File: src/rtl/hazard_scoreboard_pkg.sv
// Shared constants for the decode-stage hazard scoreboard.
// Forwarding readiness is enabled by defining HAZARD_FORWARD_EN (undefined by default).
package hazard_scoreboard_pkg;

    localparam int unsigned REG_ADDR_SIZE = 4;
    localparam int unsigned DEF_CNT_W     = 3;
    localparam int unsigned DEF_NUM_SRC   = 2;
    localparam int unsigned DEF_NUM_REGS  = 32;

endpackage

File: src/rtl/hazard_scoreboard_entry.sv
// One scoreboard slot: pending flag, variable-latency flag and forwarding countdown.
// With HAZARD_FORWARD_EN a known-latency entry is ready once its countdown reaches 0.
module scoreboard_entry
    import hazard_scoreboard_pkg::*;
#(
    parameter int unsigned CNT_W = DEF_CNT_W
) (
    input  logic             clk,
    input  logic             reset,
    input  logic             issue,
    input  logic             clear,
    input  logic [CNT_W-1:0] lat,
    output logic             pending,
    output logic             varlat,
    output logic [CNT_W-1:0] cnt,
    output logic             rdy
);

    // Issue takes priority over a same-cycle write-back.
    always_ff @(posedge clk) begin
        if (reset) begin
            pending <= 1'b0;
            varlat  <= 1'b0;
            cnt     <= '0;
        end else if (issue) begin
            pending <= 1'b1;
            varlat  <= (lat == '0);
            cnt     <= (lat == '0) ? '0 : lat - CNT_W'(1);
        end else if (clear) begin
            pending <= 1'b0;
            varlat  <= 1'b0;
            cnt     <= '0;
        end else if (pending && !varlat && cnt != '0) begin
            cnt <= cnt - CNT_W'(1);
        end
    end

`ifdef HAZARD_FORWARD_EN
    assign rdy = !pending || (!varlat && cnt == '0);
`else
    assign rdy = !pending;
`endif

endmodule

File: src/rtl/hazard_scoreboard.sv
// Per-register pending-write scoreboard raising stall on RAW/WAW hazards in ID.
// HAZARD_FORWARD_EN enables countdown-based readiness and fwd_hit; otherwise fwd_hit is 0.
module hazard_scoreboard
    import hazard_scoreboard_pkg::*;
#(
    parameter int unsigned NUM_SRC    = DEF_NUM_SRC,
    parameter int unsigned REG_ADDR_W = REG_ADDR_SIZE + 1,
    parameter int unsigned NUM_REGS   = DEF_NUM_REGS,
    parameter int unsigned CNT_W      = DEF_CNT_W
) (
    input  logic                          clk,
    input  logic                          reset,
    input  logic                          id_valid,
    input  logic [NUM_SRC*REG_ADDR_W-1:0] id_rs,
    input  logic [NUM_SRC-1:0]            id_rs_valid,
    input  logic [REG_ADDR_W-1:0]         id_rd,
    input  logic                          id_rd_valid,
    input  logic [CNT_W-1:0]              id_lat,
    input  logic                          flush,
    input  logic                          wb_valid,
    input  logic [REG_ADDR_W-1:0]         wb_rd,
    output logic                          stall,
    output logic [NUM_SRC-1:0]            fwd_hit,
    output logic [NUM_REGS-1:0]           pending_vec
);

    logic [NUM_REGS-1:0]   pend_tab;
    logic [NUM_REGS-1:0]   varlat_tab;
    logic [NUM_REGS-1:0]   rdy_tab;
    logic [CNT_W-1:0]      cnt_tab [NUM_REGS];
    logic [REG_ADDR_W-1:0] rs;
    logic [NUM_SRC-1:0]    fwd;
    logic                  raw;
    logic                  waw;
    logic                  issue;

    // x0 is hard-wired: never pending, always ready.
    assign pend_tab[0]   = 1'b0;
    assign varlat_tab[0] = 1'b0;
    assign rdy_tab[0]    = 1'b1;
    assign cnt_tab[0]    = '0;

    for (genvar r = 1; r < NUM_REGS; r++) begin : g_entry
        logic ent_issue;
        logic ent_clear;

        assign ent_issue = issue && (id_rd == REG_ADDR_W'(r));
        assign ent_clear = wb_valid && (wb_rd == REG_ADDR_W'(r));

        scoreboard_entry #(
            .CNT_W (CNT_W)
        ) u_entry (
            .clk     (clk),
            .reset   (reset),
            .issue   (ent_issue),
            .clear   (ent_clear),
            .lat     (id_lat),
            .pending (pend_tab[r]),
            .varlat  (varlat_tab[r]),
            .cnt     (cnt_tab[r]),
            .rdy     (rdy_tab[r])
        );
    end

    // Source operand checks: RAW hazard and bypass selection.
    always_comb begin
        raw = 1'b0;
        fwd = '0;
        rs  = '0;
        for (int k = 0; k < NUM_SRC; k++) begin
            rs = id_rs[k*REG_ADDR_W +: REG_ADDR_W];
            if (id_rs_valid[k] && rs != '0) begin
                if (!rdy_tab[rs]) begin
                    raw = 1'b1;
                end
`ifdef HAZARD_FORWARD_EN
                fwd[k] = pend_tab[rs] && rdy_tab[rs];
`endif
            end
        end
    end

    // A new write must not complete before an older one to the same register.
    assign waw = id_rd_valid && (id_rd != '0) && pend_tab[id_rd] &&
                 (varlat_tab[id_rd] || (id_lat == '0) || (cnt_tab[id_rd] >= id_lat));

    assign stall       = id_valid && !flush && (raw || waw);
    assign issue       = id_valid && !flush && !stall && id_rd_valid && (id_rd != '0);
    assign fwd_hit     = fwd;
    assign pending_vec = pend_tab;

endmodule

File: config.mk
export PLATFORM = sky130hd
export DESIGN_NAME = hazard_scoreboard
export DESIGN_NICKNAME = d
export VERILOG_FILES = /design/src/rtl/hazard_scoreboard_pkg.sv /design/src/rtl/hazard_scoreboard_entry.sv /design/src/rtl/hazard_scoreboard.sv
export SDC_FILE = /design/constraint.sdc
export NUM_CORES = 1
export LEC_CHECK = 0
export BUFFER_PORTS_ARGS = -buffer_cell sky130_fd_sc_hd__buf_4
export CORE_ASPECT_RATIO = 0.8
export CORE_UTILIZATION = 55
export CTS_CLUSTER_DIAMETER = 30
export DETAILED_ROUTE_END_ITERATION = 12
export PLACE_DENSITY = 0.72
export SYNTH_ARGS = -nofsm -noshare
export SYNTH_HDL_FRONTEND = slang
export SYNTH_SLANG_ARGS = --single-unit
File: constraint.sdc
create_clock -name clk -period 13.8 [get_ports clk]
set_clock_uncertainty 0.15 [all_clocks]
set_input_delay 0 -clock clk [delete_from_list [all_inputs] [get_ports clk]]
set_output_delay 0 -clock clk [all_outputs]
set_load 0.005 [all_outputs]
* Yosys cells after proc, flatten, opt, wreduce, memory -nomap -nowiden *
Index checks and enable logic that the tools add are counted.

word-level totals
  register bits = 155
  input bits = 31
  logic and storage cells = 693

operators by class
  add/subtract/negate cells = 32
  order comparisons = 5
  equality and inequality tests = 62
  multiplexer cells = 202
  bitwise gates (word level) = 1
  reduce and logical (&&, ||, !) cells = 298

operators by type and width
  operator               number
  $mux W3                96
  $reduce_bool A3 Y1     62
  $eq A5 B5 Y1 const B   32
  $logic_and A1 B1 Y1    134
  $mux W1                101
  $sub A3 B1 Y3 const B  32
  $eq A5 B4 Y1 const B   16
  $logic_not A1 Y1       64
  $reduce_bool A2 Y1     31
  $eq A5 B3 Y1 const B   8
  $bmux W1 S5            4
  $eq A5 B2 Y1 const B   4
  $lt A5 B6 Y1 const B   3
  $bmux W3 S5            1
  $reduce_bool A5 Y1     3
  $eq A5 B1 Y1 const B   2
  $ge A6 B6 Y1 const B   1
  $not A5 Y6             1
  $ge A3 B3 Y1           1
  $logic_not A3 Y1       1
  $logic_or A1 B1 Y1     3

* Longest topological paths before layout *
Gate-level depths: netlist (run 1).

  word-level depth = 15
  mapped depth = 18

* Modules after synthesis *
From an unflattened synthesis (run 1), not the netlist that was laid out.

second synthesis, totals
  cell total of the unflattened synthesis = 1523
  area, all modules = 12733.5 um^2

modules (own cells, without submodules)
  module             times used  cells each  area an instance (um^2)
  scoreboard_entry   31          40          325.3
  hazard_scoreboard  1           283         2648.8

* Least setup slack after synthesis (run 1) *
Ideal clock, no wire load.

  path kind = input to register
  from = input port id_rd[1]
  to = register g_entry[7].u_entry.cnt[0]
  setup time = 0.132 ns
  data arrival time = 4.346 ns
  slack = 9.172 ns
  stages on the path = 17
  cells stage by stage = buf_4 -> buf_2 -> buf_1 -> clkbuf_1 -> mux4_2 -> mux4_2 -> mux2_2 -> ha_1 -> a211o_1 -> a31oi_1 -> nand4b_1 -> o311a_1 -> nor3b_1 -> buf_6 -> or4_1 -> buf_2 -> mux2i_1

on the way
  word-level cells in the longest chain between the ends = 15

RTL lines
  element                                                         line                           RTL
  start: declaration                                              hazard_scoreboard.sv:16        input logic [REG_ADDR_W-1:0] id_rd,
  $not A5 Y6 (implied by the code)                                hazard_scoreboard.sv:85        (varlat_tab[id_rd] || (id_lat == '0) || (cnt_tab[id_rd] >= id_lat));
  $bmux W3 S5                                                     hazard_scoreboard.sv:85
  $mux W3 (implied by the code) (2 in a row)                      hazard_scoreboard.sv:85
  $ge A3 B3 Y1                                                    hazard_scoreboard.sv:85
  $logic_or A1 B1 Y1                                              hazard_scoreboard.sv:85
  $logic_and A1 B1 Y1                                             hazard_scoreboard.sv:84        assign waw = id_rd_valid && (id_rd != '0) && pend_tab[id_rd] &&
  $logic_or A1 B1 Y1                                              hazard_scoreboard.sv:87        assign stall = id_valid && !flush && (raw || waw);
  $logic_and A1 B1 Y1                                             hazard_scoreboard.sv:87
  $logic_not A1 Y1                                                hazard_scoreboard.sv:88        assign issue = id_valid && !flush && !stall && id_rd_valid && (id_rd != '0);
  $logic_and A1 B1 Y1 (3 in a row)                                hazard_scoreboard.sv:88
  $logic_and A1 B1 Y1 (*)                                         hazard_scoreboard.sv:47        assign ent_issue = issue && (id_rd == REG_ADDR_W'(r));
  $reduce_bool A3 Y1 (no source line) or $mux W3 (tied branches)  n/a
  end signal: assignment                                          hazard_scoreboard_entry.sv:28  cnt <= (lat == '0) ? '0 : lat - CNT_W'(1);
  end signal: assignment                                          hazard_scoreboard_entry.sv:34  cnt <= cnt - CNT_W'(1);
  end: declaration                                                hazard_scoreboard_entry.sv:15  output logic [CNT_W-1:0] cnt,

Mark *: on every way between the ends. The rest lies on a longest branch, timed or not. The select of a mux whose other input is x is not followed.
A chain may end at the register's enable or synchronous reset.

* Final worst setup path (run 1) *
  from = register g_entry[20].u_entry.cnt[2]
  to = register g_entry[28].u_entry.cnt[0]

on the way
  word-level cells in the longest chain between the ends = 14

RTL lines
  element                                                         line
  start: declaration                                              hazard_scoreboard_entry.sv:15
  start signal: assignment                                        hazard_scoreboard_entry.sv:28
  start signal: assignment                                        hazard_scoreboard_entry.sv:34
  $bmux W3 S5 (*)                                                 hazard_scoreboard.sv:85
  $mux W3 (implied by the code) (*) (2 in a row)                  hazard_scoreboard.sv:85
  $ge A3 B3 Y1 (*)                                                hazard_scoreboard.sv:85
  $logic_or A1 B1 Y1 (*)                                          hazard_scoreboard.sv:85
  $logic_and A1 B1 Y1 (*)                                         hazard_scoreboard.sv:84
  $logic_or A1 B1 Y1 (*)                                          hazard_scoreboard.sv:87
  $logic_and A1 B1 Y1 (*)                                         hazard_scoreboard.sv:87
  $logic_not A1 Y1 (*)                                            hazard_scoreboard.sv:88
  $logic_and A1 B1 Y1 (*) (3 in a row)                            hazard_scoreboard.sv:88
  $logic_and A1 B1 Y1 (*)                                         hazard_scoreboard.sv:47
  $reduce_bool A3 Y1 (no source line) or $mux W3 (tied branches)  n/a
  end signal: assignment                                          hazard_scoreboard_entry.sv:28
  end signal: assignment                                          hazard_scoreboard_entry.sv:34
  end: declaration                                                hazard_scoreboard_entry.sv:15

Marks and branches as above.

==> metrics, run 1 <==
Primary FF master, synth dfxtp_1; share of cells above drive strength 1 13.63%; setup violators final 0; initial antenna violation count 0; met3 Use GR 7.570%; CTS tree built; Cell Area, Synth 10870 um2; Period Utilization, post-route 31.06%; R2R cell count 11; Final Instance Area 11780 um2; synthesized area per cell 9.054 um2; Critical Path RT around 14 ns; number of global-route vias before repair between 8000 and 9000; PwrDens 87.24 nW/um2; setup_tns 0 ns; asr flop ratio synth 0%; RSZ-0062 raised after global routing false; sequential fraction of the synthesis area 28.54%; number of synthesized flops with an enable pin 0; clock sinks 155; Starting Density 56.80%; Total GRT Usage 31.36%; Worst slew margin 18.39%; I/O Pins 66; met1 usage between 40% and 50%; number of synthesized register bits 155; GR peak layer met2; Cell Rows between 40 and 50; max-cap violation count 0; final antenna-violating net count 0; Yosys cell types 50; Post-Synthesis Cells 1201; largest area contributor in the netlist dfxtp_1; Tightest Pin Transition 1.222 ns; total CTS buffers 17; placed wire-length estimate 21970 um; Post-CTS Setup Bufs 0; CP arrival 4.49 ns; Yosys warnings 0; hold path cells 5; CP startpoint kind flop; critical path class flop to flop; area share of the largest cell type after synthesis 28.54%; status complete, no violations; Crit. End Element flop; clk slew on worst S/H paths 0.06 ns; CTS Root Cell clkbuf_16; largest net degree at the start of global routing 67; Placed Area 11120 um2; Hold WC Path Type input pin to flop; total gr overflow 0; Area contributors post-synth dfxtp_1 29%, mux2i_1 13%, mux4_2 11%; met2 Resource Use GR 47.21%; H-tree depth 4; vias per cell 6.265; Port-buffer cells 62; CP max FO 23; first-pass GRT wire length 48700 um; number of gates resized after CTS 0; Avg WL per Cell 21.51 um; Leak Pwr ~5 nW; Vias 9115; 1st-iter DRT viols between 800 and 900; area grow syn2layout 8.284%; clk_lat worst skew 0.43 ns; wire length after detailed routing ~31000 um; hold buffers post-CTS 3; core area 19140 um2; Pins Over Slew Limit 0; GPL Wtd Cong 0.9394; die height 127.8 um; highest clock rate 233.3 MHz; # DRC 0; DRT Pass-1 Iters 6; chip width between 150 and 200 um; Nets ~1300; maximum clock path buffer count 2; fin crit period roughly 4.3 ns; Final Hold Violating Endpoints 0; total power draw 1.027 mW; die area 20340 um2; Max VDD drop 0.06358 mV
cell usage in the layout, fill, tap and decap left out, types with 5 or more instances in the layout:
cell and count:
o211ai_1 34, a21oi_1 49, inv_1 69, nand2b_1 11, nor3_1 34, nand3_1 10, nor2_1 44, xnor2_1 31
mux4_2 54, nand2_1 173, mux2_2 5, ha_1 67, nor3b_1 32, o21ai_0 18, nor2b_1 38, dfxtp_1 155
mux2i_1 139, nand3b_1 34, or4_1 24, buf_4 66, a21o_1 28, clkbuf_16 17
worst paths after layout:
path,startpoint,end,slack (ns)
worst max-delay path,g_entry[20].u_entry.cnt[2],g_entry[28].u_entry.cnt[0],9.51
worst min-delay path,wb_rd[0],g_entry[16].u_entry.pending,0.04
worst max register to register,g_entry[20].u_entry.cnt[2],g_entry[28].u_entry.cnt[0],9.51
worst min register to register,g_entry[12].u_entry.varlat,g_entry[12].u_entry.varlat,0.34
cell usage after synthesis (5+ instances only):
cell,number
nand2_1,173
o211ai_1,34
o21ai_0,18
nor3_1,34
dfxtp_1,155
mux2i_1,139
nand3b_1,34
a21o_1,29
nor3b_1,33
buf_4,35
buf_2,28
nor2_1,44
a21oi_1,49
ha_1,67
or4_1,24
mux4_2,54
nor2b_1,38
nand3_1,10
nand2b_1,11
clkbuf_1,36
xnor2_1,31
mux2_2,5
buf_1,6
inv_1,69
metrics by stage:
step	utilization, %	std cells	hold WS (ns)	setup slack, ns
after floorplan	-	1203	-0.02391	9.172
after global placement	58.09	1419	0.3282	9.284
after detailed placement	58.09	1419	0.3346	9.235
after CTS	61.50	1454	0.01628	9.628
after global routing	61.50	1454	0.06249	9.376
final	61.51	1455	0.03822	9.514
per-layer routing:
layer | share of wire [%] | up-vias
met3 | 12 | 57
met4 | 2.3 | 0
met5 | 0 | -
li1 | - | 4185
met2 | 43 | 485
met1 | 43 | 4388
critical path, cell delays in order, from the launching register on:
cell and delay [ns]:
dfxtp_1 0.36, mux4_2 0.53, mux4_2 0.51, mux2_2 0.29, ha_1 0.30, a211o_1 0.12
a31oi_1 0.05, nand4b_1 0.11, o311a_1 0.19, nor3b_4 0.94, or4_1 0.43, mux2i_1 0.22
power breakdown:
part | leakage [nW] | total [mW] | switching (mW) | internal, mW
registers | 1.25 | 0.449 | 0.00109 | 0.448
clock network | 0.294 | 0.498 | 0.194 | 0.303
logic | 3.42 | 0.0806 | 0.0557 | 0.0249
total | 4.97 | 1.03 | 0.251 | 0.776
cell families after synthesis:
| family | share of synthesized area, % |
|---|---|
| simple gates | 20.08 |
| mux | 24.60 |
| buf+inv | 7.882 |
| flops | 28.54 |
| compound gates | 8.664 |
| fa+ha+maj | 7.709 |
| xor+xnor | 2.497 |
| other cells | 0.03449 |
state kept, by name (all words and copies together), names as in the netlist:
register,count
g_entry.u_entry.cnt,93
g_entry.u_entry.varlat,31
g_entry.u_entry.pending,31
layout make-up:
cell class / count / area [um2]
Tap cell: 258 / 322.8
Fill cell: 1665 / 7368
Antenna cell: 1 / 2.502
Clock inverter: 10 / 138.9
Timing Repair Buffer: 69 / 525.5
Sequential cell: 155 / 3103
Inverter: 70 / 262.8
Clock buffer: 22 / 484.2
Multi-Input combinational cell: 870 / 6935
(Power assumes the default switching activity.)
==> run 2: changes to the inputs <==
--- a/config.mk
+++ b/config.mk
@@ -5,6 +5,7 @@
 export SDC_FILE = /design/constraint.sdc
 export NUM_CORES = 1
 export LEC_CHECK = 0
+export ABC_AREA = 1
 export BUFFER_PORTS_ARGS = -buffer_cell sky130_fd_sc_hd__buf_4
 export CORE_ASPECT_RATIO = 0.8
 export CORE_UTILIZATION = 55
==> constraint.sdc (replaced) <==
create_clock -name clk -period 4.05 [get_ports clk]
set_clock_uncertainty 0.15 [all_clocks]
set_input_delay 0 -clock clk [delete_from_list [all_inputs] [get_ports clk]]
set_output_delay 0 -clock clk [all_outputs]
set_load 0.005 [all_outputs]
==> run 2 against run 1 <==
  * Die area up 18%
  * Final cell count is 66% higher
  * Utilization barely moved
  * First-iteration DRC count rose to 2.7 times the previous value
  * Non-clock buffer count increased by 34
  * Cell area grew 19%
  * Critical endpoint is now stall
  * Synthesized cell count up 76%
  * Via count up 60%
  * Worst hold slack improved by 0.029 ns
==> metrics, run 2 <==
1st-iter DRT viols ~2300; Clock power frac 43.0%; Vias 14600; Post-CTS Setup Bufs 0; Period Utilization, post-route between 90% and 100%; post-route insts no fill between 2000 and 2500; synthesized area per cell between 6 and 7 um2; Post-Synthesis Cells ~2100; Leak Pwr 7.260 nW; CP arrival between 3 and 4 ns; Cell Area, Synth about 13000 um2; sequential cell area 3103 um2; highest clock rate 259.2 MHz; Hold WC Path Type input pin to flop; Critical Path RT 3.90 ns; area share of the largest cell type after synthesis between 20% and 30%; largest net degree at the start of global routing just under 80; maximum clock path buffer count 2; Fillers 2251; Crit. End Element primary output; setup_tns 0 ns; Final Instance Area 13960 um2; clk_lat worst skew approximately 0.46 ns; Flop pwr share 42.0%; R2R Setup Slk 0.21 ns; clock sinks 155; Regs by FF count g_entry.u_entry.cnt: 93 flops, g_entry.u_entry.pending: 31 flops, g_entry.u_entry.varlat: 31 flops; ranking of synthesized cells by instance count 600 x nand2_1, 286 x inv_1, 211 x nor2_1, 193 x nand4_1, 174 x nand3_1; die height 138.8 um; PwrDens 264.3 nW/um2; Area contributors post-synth dfxtp_1 24%, nand2_1 18%, nand4_1 9.4%; Worst Hold End g_entry[20].u_entry.cnt[1]; chip width 173.0 um; asr flop ratio synth 0%; CP max FO 67; CTS tree built; total gr overflow 0; area grow syn2layout 8.581%; Pins Over Slew Limit 0; most used cells in the layout excluding fill and tap cells 600 x nand2_1, 285 x inv_1, 210 x nor2_1; multi-input logic area approximately 8000 um2; wire length after detailed routing roughly 46000 um; Port-buffer cells 62; R2R cell count 17; Yosys warnings 0; placed wire-length estimate 33030 um; clk slew on worst S/H paths 0.07 ns; Final Hold Violating Endpoints 0; Avg WL per Cell 19.10 um; core area between 20000 and 25000 um2; critical path class flop to primary output; Starting Density 56.69%; Yosys cell types 39; fin crit period slightly below 4 ns; hold path cells 7; # DRC 0; worst hold start id_rd_valid; largest area contributor in the netlist dfxtp_1; Critical Path Source g_entry[10].u_entry.cnt[0]; share of cells above drive strength 1 8.318%; number of synthesized register bits 155; first-pass GRT wire length 72330 um; max FFs per register between 90 and 100; antenna cells 0; vias per cell approximately 6; Sw Ratio between 30% and 40%; die area about 24000 um2; DRT Pass-1 Iters 6; switching power around 1.2 mW; Total GRT Usage a little under two fifths; final antenna-violating net count 0; Worst slew margin between 20% and 30%; Placed Area 13380 um2; most common cell after layout, fill and taps aside nand2_1; Cell Rows 49; RSZ-0062 raised after global routing false; I/O Pins 66; r2r endpoint g_entry[8].u_entry.cnt[1]; number of synthesized flops with an enable pin 0; Int Pwr 2.506 mW; status complete, no violations; top-count cell post-synth nand2_1; CP startpoint kind flop; Tightest Pin Transition 1.164 ns; sequential fraction of the synthesis area between 20% and 30%; Max VDD drop 0.3131 mV; setup violators final 0; CTS Root Cell clkbuf_16; Nets ~2200; Primary FF master, synth dfxtp_1; initial antenna violation count 0; max-cap violation count 0; Logic pwr share 15.0%; number of placed instances, taps included 2388; H-tree depth 4; GPL Wtd Cong 1.026; total CTS buffers 17; number of global-route vias before repair between 10000 and 15000; R2R Path Start g_entry[10].u_entry.cnt[0]; Most flops, register g_entry.u_entry.cnt
run 2: metal layers:
metal | up-vias | wire (um) | share of wire [%] | GRT usage (%)
li1 | 6879 | - | - | -
met1 | 6619 | 19320 | 42 | 54.84
met2 | 978 | 18830 | 41 | 55.03
met3 | 128 | 6627 | 14 | 8.607
met4 | 0 | 1495 | 3.2 | 14.95
met5 | - | 0 | 0 | 0
run 2: worst max-delay path, cell delays in order (launching register included):
cell	delay, ns
dfxtp_1	0.30
inv_1	0.15
o22ai_1	0.14
a221oi_1	0.43
o21ai_0	0.18
o32ai_1	0.31
ha_1	0.28
o21ai_0	0.17
nand2_1	0.08
a211oi_1	0.21
nand3_1	0.22
a21oi_4	0.25
buf_12	0.33
nor2_1	0.07
buf_4	0.14
run 2: final cells by class:
type	instances	area share, %
multi-input combinational	1534	57.11
inverter	292	7.849
clock buffer	19	3.172
sequential	155	22.22
tap	306	2.742
clock inverter	13	0.7975
timing repair buffer	103	6.111
run 2: cell families (layout without fill, tap and decap cells):
family | Yosys count | in the layout | synth area share, %
buffers and inverters | 424 | 427 | 14.11
DFF | 155 | 155 | 24.13
adders and majority gates | 67 | 67 | 6.519
AOI/OAI and AO/OA | 171 | 171 | 7.706
other | 1 | 3 | 0.02916
xor gates and xnor gates | 29 | 29 | 1.975
and+or+nand+nor | 1264 | 1264 | 45.53
run 2: what timing repair did:
item / CTS / global route
hold buffers: 2 / 0
endpoints found under the hold margin: 24 / 0
gates resized for setup: 0 / 1
endpoints found under the setup margin: 0 / 2
run 2: how the worst max path moves through the flow:
stage	to	slack [ns]	cells past startpoint
6_report	stall	0.19	14
5_1_grt	g_entry[8].u_entry.cnt[1]	0.04	17
4_1_cts	g_entry[8].u_entry.cnt[1]	0.23	17
3_5_place_dp	g_entry[8].u_entry.cnt[1]	0.09	20
3_3_place_gp	g_entry[9].u_entry.cnt[0]	0.19	20
2_1_floorplan	g_entry[9].u_entry.cnt[0]	0.69	22
run 2: through the flow:
stage	util, %	hold WS (ns)	setup WS, ns	total power, mW
after detailed placement	59.00	0.2418	0.09419	2.113
final	61.56	0.06695	0.1922	3.691
after floorplan	-	-0.02308	0.6922	1.937
after global routing	61.56	0.06481	0.04442	3.783
after CTS	61.53	0.03981	0.2348	3.677
after global placement	59.00	0.2437	0.1918	2.107
run 2: power by group through the flow:
| stage | clock, mW | sequential [mW] | combinational, mW |
|---|---|---|---|
| 6_report | 1.59 | 1.55 | 0.554 |
| 5_1_grt | 1.65 | 1.55 | 0.587 |
| 4_1_cts | 1.60 | 1.55 | 0.533 |
| 3_5_place_dp | 0 | 1.58 | 0.529 |
| 3_3_place_gp | 0 | 1.58 | 0.523 |
| 2_1_floorplan | 0 | 1.58 | 0.357 |
==> run 3: changes to the inputs <==
--- a/config.mk
+++ b/config.mk
@@ -7,7 +7,6 @@
 export LEC_CHECK = 0
 export ABC_AREA = 1
 export BUFFER_PORTS_ARGS = -buffer_cell sky130_fd_sc_hd__buf_4
-export CORE_ASPECT_RATIO = 0.8
 export CORE_UTILIZATION = 55
 export CTS_CLUSTER_DIAMETER = 30
 export DETAILED_ROUTE_END_ITERATION = 12
==> run 3 against run 2 <==
  * Cell area barely moved
  * Final cell count is 0.12% higher
  * Power rose by 5.0%
  * Clock-buffer cell count stayed put
  * Worst setup slack gained 0.13 ns
  * Critical path depth increased by 3
  * Worst hold slack got worse by 0.030 ns
  * Sequential power about the same
  * Utilization fell by 0.29 points
  * Non-clock buffer count down 4
  * Highest routed layer unchanged
  * Maximum frequency up 3.5%
  * Largest cell class unchanged
==> metrics, run 3 (synthesis gave the netlist of run 2 again) <==
maximum clock path buffer count 2; Critical Path RT about 4.2 ns; highest clock rate 268.3 MHz; hold buffers post-CTS 1; Pins Over Slew Limit 0; Starting Density 56.46%; placed wire-length estimate 32210 um; r2r endpoint g_entry[13].u_entry.cnt[1]; # DRC 0; area grow syn2layout 8.523%; R2R cell count 17; clk_lat worst skew 0.44 ns; Total GRT Usage between 30% and 40%; max FFs per register 93; clock sinks 155; total gr overflow 0; Layout Utilization 61.27%; antenna cells 0; fin crit period about 3.7 ns; CTS Root Cell clkbuf_16; Nets 2197; vias per cell between 5 and 6; RSZ-0062 raised after global routing false; share of cells above drive strength 1 8.191%; DP Worst Slack 0.1307 ns; die height roughly 150 um; initial antenna violation count 0; CP arrival 3.91 ns; CP startpoint kind flop; first-pass GRT wire length 72080 um; Tightest Pin Transition 1.112 ns; most used cells in the layout excluding fill and tap cells 600 x nand2_1, 285 x inv_1, 210 x nor2_1; number of placed instances, taps included 2392; number of global-route vias before repair about 13000; 1st-iter DRT viols 1636; chip width between 150 and 200 um; I/O Pins between 60 and 70; Placed Area 13320 um2; most common cell after layout, fill and taps aside nand2_1; Regs by FF count g_entry.u_entry.cnt: 93 flops, g_entry.u_entry.pending: 31 flops, g_entry.u_entry.varlat: 31 flops; wire length after detailed routing 46190 um; critical path class flop to flop; largest net degree at the start of global routing 94; final antenna-violating net count 0; Crit. End Element flop; Avg WL per Cell 19.05 um; Most flops, register g_entry.u_entry.cnt; number of gates resized after CTS 0; H-tree depth 4; DRT Pass-1 Iters 7; Worst slew margin between 20% and 30%; R2R Setup Slk 0.32 ns; status complete, no violations; setup violators final 0; CTS tree built; PwrDens 277.6 nW/um2; Port-buffer cells 62; Min Hold Slack 0.03715 ns; Vias 14520; total power draw 3.875 mW; Critical Path Source g_entry[16].u_entry.cnt[0]; GPL Wtd Cong 1.026; CP max FO 14; Cell Rows 55; Period Utilization, post-route between 90% and 100%; total CTS buffers 17; die area 24000 um2; Setup crit end g_entry[13].u_entry.cnt[1]; Final Instance Area 13960 um2; Leak Pwr 7.251 nW; post-route insts no fill about 2400; Final WS setup 0.3222 ns; R2R Path Start g_entry[16].u_entry.cnt[0]; Max VDD drop 0.1778 mV; Post-CTS Setup Bufs 0; setup_tns 0 ns; core area 22780 um2; Final Hold Violating Endpoints 0; Hold WC Path Type input pin to flop; clk slew on worst S/H paths 0.07 ns; max-cap violation count 0
-- run 3: worst min path at each step --
stage                                start                          to  slack, ns  depth (start not counted)
2_1_floorplan                     id_valid                       stall      -0.02                          2
3_3_place_gp   g_entry[10].u_entry.pending             pending_vec[10]       0.28                          1
3_5_place_dp                      id_valid                       stall       0.27                          4
4_1_cts                          id_lat[1]   g_entry[9].u_entry.varlat       0.02                          5
5_1_grt                          id_lat[1]   g_entry[9].u_entry.varlat       0.05                          5
6_report                             reset  g_entry[1].u_entry.pending       0.04                          2
-- run 3: power by group --
group	leakage, nW	internal (mW)	switching (mW)
Combinational	5.70	0.145	0.411
Clock	0.302	1.04	0.731
Sequential	1.25	1.54	0.00949
-- run 3: critical path, cell delays in order (launching register included) --
cell	delay, ns
dfxtp_1	0.34
a22oi_1	0.24
o221ai_1	0.28
nand2_1	0.19
o2111ai_1	0.14
o32ai_1	0.14
ha_1	0.28
o21ai_0	0.17
nand2_1	0.07
a211oi_1	0.25
nand3_1	0.20
nand2_2	0.29
buf_12	0.23
nand4_2	0.25
nand2_1	0.16
nor2_1	0.06
nor2_1	0.11
nor2_1	0.04
-- run 3: final cells by class --
type / instances / area [um2]
clock inverters: 13 / 190.2
fillers: 2263 / 8822
repair buffers: 99 / 770.7
flip-flops and latches: 155 / 3103
well taps: 313 / 391.6
inverters: 292 / 1096
clock buffers: 19 / 432.9
multi-input cells: 1534 / 7971
-- run 3: metal layers --
layer / wire length, um / vias to the layer above / GRT usage (%)
met5: 0 / - / 0
met4: 2130 / 0 / 19.33
met3: 5312 / 153 / 7.855
met2: 20060 / 866 / 60.32
met1: 18680 / 6628 / 50.57
li1: - / 6876 / -
